`src/rtl/csk_sub_pkg.sv`:
```
// Shared types and helpers for the sequential borrow-skip subtractor.
package csk_sub_pkg;

  localparam int SLICE_W = 2;

  localparam logic [1:0] ST_IDLE = 2'd0;
  localparam logic [1:0] ST_RUN  = 2'd1;
  localparam logic [1:0] ST_DONE = 2'd2;

  typedef enum logic [1:0] {
    IDLE = ST_IDLE,
    RUN  = ST_RUN,
    DONE = ST_DONE
  } state_e;

  function automatic int nslices(input int width);
    return width / SLICE_W;
  endfunction

endpackage

```
`src/rtl/sub2b_wsk.sv`:
```
// Combinational 2-bit borrow-skip subtractor slice: two full-subtractor bits
// plus a skip mux that forwards bin when both bits propagate.
module sub2b_wsk (
  input  logic [1:0] inA,
  input  logic [1:0] inB,
  input  logic       bin,
  output logic [1:0] diff,
  output logic       bout
);

  logic [1:0] p;
  logic       br1;
  logic       br2;

  always_comb begin
    p       = ~(inA ^ inB);
    diff[0] = inA[0] ^ inB[0] ^ bin;
    br1     = (~inA[0] & inB[0]) | (p[0] & bin);
    diff[1] = inA[1] ^ inB[1] ^ br1;
    br2     = (~inA[1] & inB[1]) | (p[1] & br1);
    // Skip path is logically equal to the ripple path; it only shortens timing.
    bout    = (p[0] & p[1]) ? bin : br2;
  end

endmodule

```
`src/rtl/csk_sub_seq.sv`:
```
// Multi-cycle subtractor diff = a - b - bin, two bits per cycle LSB first.
// Optional macro CSK_SUB_OVF_EN adds the signed-overflow output ovf.
module csk_sub_seq
  import csk_sub_pkg::*;
#(
  parameter int WIDTH = 8
) (
  input  logic             clk,
  input  logic             rst_n,
  input  logic             start,
  input  logic [WIDTH-1:0] a,
  input  logic [WIDTH-1:0] b,
  input  logic             bin,
  output logic             busy,
  output logic             done,
  output logic [WIDTH-1:0] diff,
  output logic             bout
`ifdef CSK_SUB_OVF_EN
  ,
  output logic             ovf
`endif
);

  localparam int NSL   = nslices(WIDTH);
  localparam int IDX_W = (NSL > 1) ? $clog2(NSL) : 1;
  localparam logic [IDX_W-1:0] LAST_IDX = IDX_W'(NSL - 1);

  state_e           state_q, state_d;
  logic [WIDTH-1:0] a_q, a_d;
  logic [WIDTH-1:0] b_q, b_d;
  logic             br_q, br_d;
  logic [IDX_W-1:0] idx_q, idx_d;
  logic [WIDTH-1:0] res_q, res_d;
  logic             bout_q, bout_d;
  logic             ovf_q, ovf_d;

  logic [IDX_W:0]   bitpos;
  logic [1:0]       sl_a;
  logic [1:0]       sl_b;
  logic [1:0]       sl_diff;
  logic             sl_bout;

  always_comb begin
    bitpos = {idx_q, 1'b0};
    sl_a   = a_q[bitpos +: SLICE_W];
    sl_b   = b_q[bitpos +: SLICE_W];
  end

  sub2b_wsk u_slice (
    .inA  (sl_a),
    .inB  (sl_b),
    .bin  (br_q),
    .diff (sl_diff),
    .bout (sl_bout)
  );

  always_comb begin
    state_d = state_q;
    a_d     = a_q;
    b_d     = b_q;
    br_d    = br_q;
    idx_d   = idx_q;
    res_d   = res_q;
    bout_d  = bout_q;
    ovf_d   = ovf_q;
    case (state_q)
      IDLE: begin
        if (start) begin
          a_d     = a;
          b_d     = b;
          br_d    = bin;
          idx_d   = '0;
          state_d = RUN;
        end
      end
      RUN: begin
        res_d[bitpos +: SLICE_W] = sl_diff;
        br_d  = sl_bout;
        idx_d = idx_q + 1'b1;
        if (idx_q == LAST_IDX) begin
          idx_d   = '0;
          bout_d  = sl_bout;
          // Borrow into the MSB is recovered from the MSB difference bit.
          ovf_d   = sl_bout ^ (sl_diff[1] ^ sl_a[1] ^ sl_b[1]);
          state_d = DONE;
        end
      end
      DONE: begin
        state_d = IDLE;
      end
      default: begin
        state_d = IDLE;
      end
    endcase
  end

  always_ff @(posedge clk or negedge rst_n) begin
    if (!rst_n) begin
      state_q <= IDLE;
      a_q     <= '0;
      b_q     <= '0;
      br_q    <= 1'b0;
      idx_q   <= '0;
      res_q   <= '0;
      bout_q  <= 1'b0;
      ovf_q   <= 1'b0;
    end else begin
      state_q <= state_d;
      a_q     <= a_d;
      b_q     <= b_d;
      br_q    <= br_d;
      idx_q   <= idx_d;
      res_q   <= res_d;
      bout_q  <= bout_d;
      ovf_q   <= ovf_d;
    end
  end

  assign busy = (state_q != IDLE);
  assign done = (state_q == DONE);
  assign diff = res_q;
  assign bout = bout_q;

`ifdef CSK_SUB_OVF_EN
  assign ovf = ovf_q;
`else
  logic unused_ovf;
  assign unused_ovf = ovf_q;
`endif

endmodule

```
`config.mk`:
```
export PLATFORM = sky130hd
export DESIGN_NAME = csk_sub_seq
export DESIGN_NICKNAME = d
export VERILOG_FILES = /design/src/rtl/csk_sub_pkg.sv /design/src/rtl/sub2b_wsk.sv /design/src/rtl/csk_sub_seq.sv
export SDC_FILE = /design/constraint.sdc
export NUM_CORES = 1
export LEC_CHECK = 0
export CORE_MARGIN = 3
export CORE_UTILIZATION = 45
export CTS_BUF_LIST = sky130_fd_sc_hd__clkbuf_8
export DETAILED_ROUTE_END_ITERATION = 10
export PLACE_DENSITY = 0.76
export SLEW_MARGIN = 20
export SYNTH_ARGS = -nofsm -noshare
export SYNTH_HDL_FRONTEND = slang
export SYNTH_SLANG_ARGS = --single-unit
```
`constraint.sdc`:
```
create_clock -name clk -period 2.8 [get_ports clk]
set_input_delay 0.56 -clock clk [delete_from_list [all_inputs] [get_ports clk]]
set_output_delay 0.56 -clock clk [all_outputs]
set_load 0.005 [all_outputs]
```
==> out/metrics.csv <==
metric;value;unit
Synth area leaders;dfrtp_1 (50%), mux2_2 (12%), ha_1 (6.7%), mux4_2 (6.1%), o41ai_1 (3.5%);
CORE AREA;3100;µm²
Tmin final;2.47;ns
syn avg cell area;13.5;µm²
final hold slack;0.478;ns
overall power;2.26;mW
Slew headroom;0.751;
maxcap violations;0;
DIE AREA;4030;µm²
Hold-fix buffers, CTS;0;
final setup margin;0.328;ns
Clock H-tree levels;2;
number of global-route vias before repair;1007;
via count;998;
first-pass GRT wire length;4.64;mm
Hold Violations, Final;0;
cell mode on critical path;fa_1;
RSZ-0062 raised after global routing;no;
Worst Tran Pin Value;0.373;ns
ANT cells;0;
Leak;0.815;nW
sequential-to-total area share from yosys stat;0.505;
clk slew on worst S/H paths;0.07;ns
synthesized area;1490;µm²
Synth cell types;22;
setup TNS;0;ns
Ys Warns;0;
post-route ant nets;0;
Post-CTS Setup Bufs;0;
Mapped Nets;140;
Port Buffers;30;
worst-path cell chain;mux4_2, fa_1, fa_1, nand2b_1, o41ai_1;
Clk Tree Root Cell;clkbuf_8;
Placement Setup Slack;0.330;ns
initial antenna violation count;0;
Final nets;176;
post-cts resize count;0;
DP HPWL;1.99;mm
max incr delay on CP;0.56;ns
Routed WL;2.67;mm
CTS tree;built;
Tcrit/Tclk final;0.883;
Yosys reg bits;30;
arrival time worst endpoint;2.64;ns
crit-path max FO;4;
DIE HEIGHT;63.5;µm
Worst Clk Skew;0.00516;ns
post-route core utilization;0.618;
Synth top area share;0.505;
Max rail drop VDD;0.643;mV
Chip Width;63.5;µm
Critical Path Sink Type;flip-flop;
Startpoint Class;flip-flop;
routability cong.;0.887;
GRT Total Usage;0.150;
Avg Vias per Cell;5.23;
Design Area, Final;1920;µm²
clock sinks;30;
Pre-Repair DR Iteration Count;4;
Power Dens Cells;1180;nW/µm²
Crit Path Category;reg2reg;
slowest stage cell, crit path;mux4_2;
layout cell share with drive strength beyond 1;0.218;
Placement Cell Area;1830;µm²
most frequent cells in the layout;dfrtp_1 (30), clkdlybuf4s50_1 (30), mux2_2 (16), nand2_1 (13), ha_1 (8);
grt ovf;0;
final setup fails;0;
DRC viols;0;
Post-Layout Cell Count;191;
status;finished clean;
Post-Synthesis Cells;110;
Placed Cells;183;
wire per inst;14.0;µm
IO Pins;31;
Starting Density;0.479;
fmax;0.405;GHz
worst-skew pair later-pin latency;0.28;ns
Clock Path Buffers;2;
Layout area overhead;28.9;%
CTS Buf Count;5;
Critical Path RT;2.96;ns
first-iteration detailed-routing DRC count;39;
row count;20;
Final Max Slew Viols;0;
R2R setup slack;0.33;ns
pin count of the biggest net entering global routing;31;
leading area contributor after synthesis;dfrtp_1;
HP Class;reg2reg;
power breakdown:
part / switching [mW] / total, mW / internal, mW
sequential: 0.155 / 0.788 / 0.634
clock: 0.159 / 0.353 / 0.194
combinational: 0.514 / 1.12 / 0.603
total: 0.828 / 2.26 / 1.43
area by class of cell:
cell class / instances / area [µm²]
clock inverter: 2 / 8.76
fill: 278 / 1180
multi-input combinational: 72 / 683
inverter: 4 / 15.0
timing repair buffer: 33 / 323
tap: 44 / 55.1
clock buffer: 6 / 82.6
sequential: 30 / 751
cell usage after synthesis:
cell / n
o31ai_1: 4
nand2_1: 13
nand3b_1: 4
a21oi_1: 2
dfrtp_1: 30
o221ai_1: 1
nand2b_1: 4
o41ai_1: 6
inv_1: 4
or3_1: 1
ha_1: 8
buf_2: 1
or2_2: 1
nor3b_4: 1
o21bai_1: 1
and2_1: 1
buf_6: 3
mux4_2: 4
mux2_2: 16
nor2b_1: 2
fa_1: 2
mux2i_1: 1
final timing paths:
| check | startpoint | to | depth (start not counted) |
|---|---|---|---|
| setup / recovery | idx_q[0] | diff[5] | 5 |
| hold / removal | diff[1] | diff[1] | 2 |
| setup reg to reg | idx_q[0] | diff[5] | 5 |
| hold reg to reg | diff[1] | diff[1] | 2 |
| max in group asynchronous | rst_n | b_q[4] | 2 |
| min in group asynchronous | rst_n | diff[0] | 2 |
flip-flops by register name (all words and copies together) (netlist names):
signal	count
bout	1
br_q	1
state_q	2
b_q	8
a_q	8
idx_q	2
diff	8
cell families after synthesis:
| kind of cell | share of synthesized area |
|---|---|
| fa+ha+maj | 0.0942 |
| simple gates | 0.103 |
| mux | 0.188 |
| flops | 0.505 |
| compound gates | 0.0732 |
| buf+inv | 0.0362 |
routing by layer:
| layer | up-vias | routed length [µm] | global-route usage |
|---|---|---|---|
| met1 | 496 | 1140 | 0.171 |
| li1 | 463 | - | - |
| met2 | 35 | 1310 | 0.257 |
| met5 | - | 0 | 0 |
| met4 | 0 | 29 | 0.0431 |
| met3 | 4 | 191 | 0.0606 |
worst max-delay path, delay by kind of cell (launching register included):
kind            cells  cell delay [ns]
mux                 1             0.56
flops               1             0.45
compound gates      1             0.26
fa+ha+maj           2             0.89
simple gates        1             0.19
No activity file was read; power rests on OpenSTA's default activity.
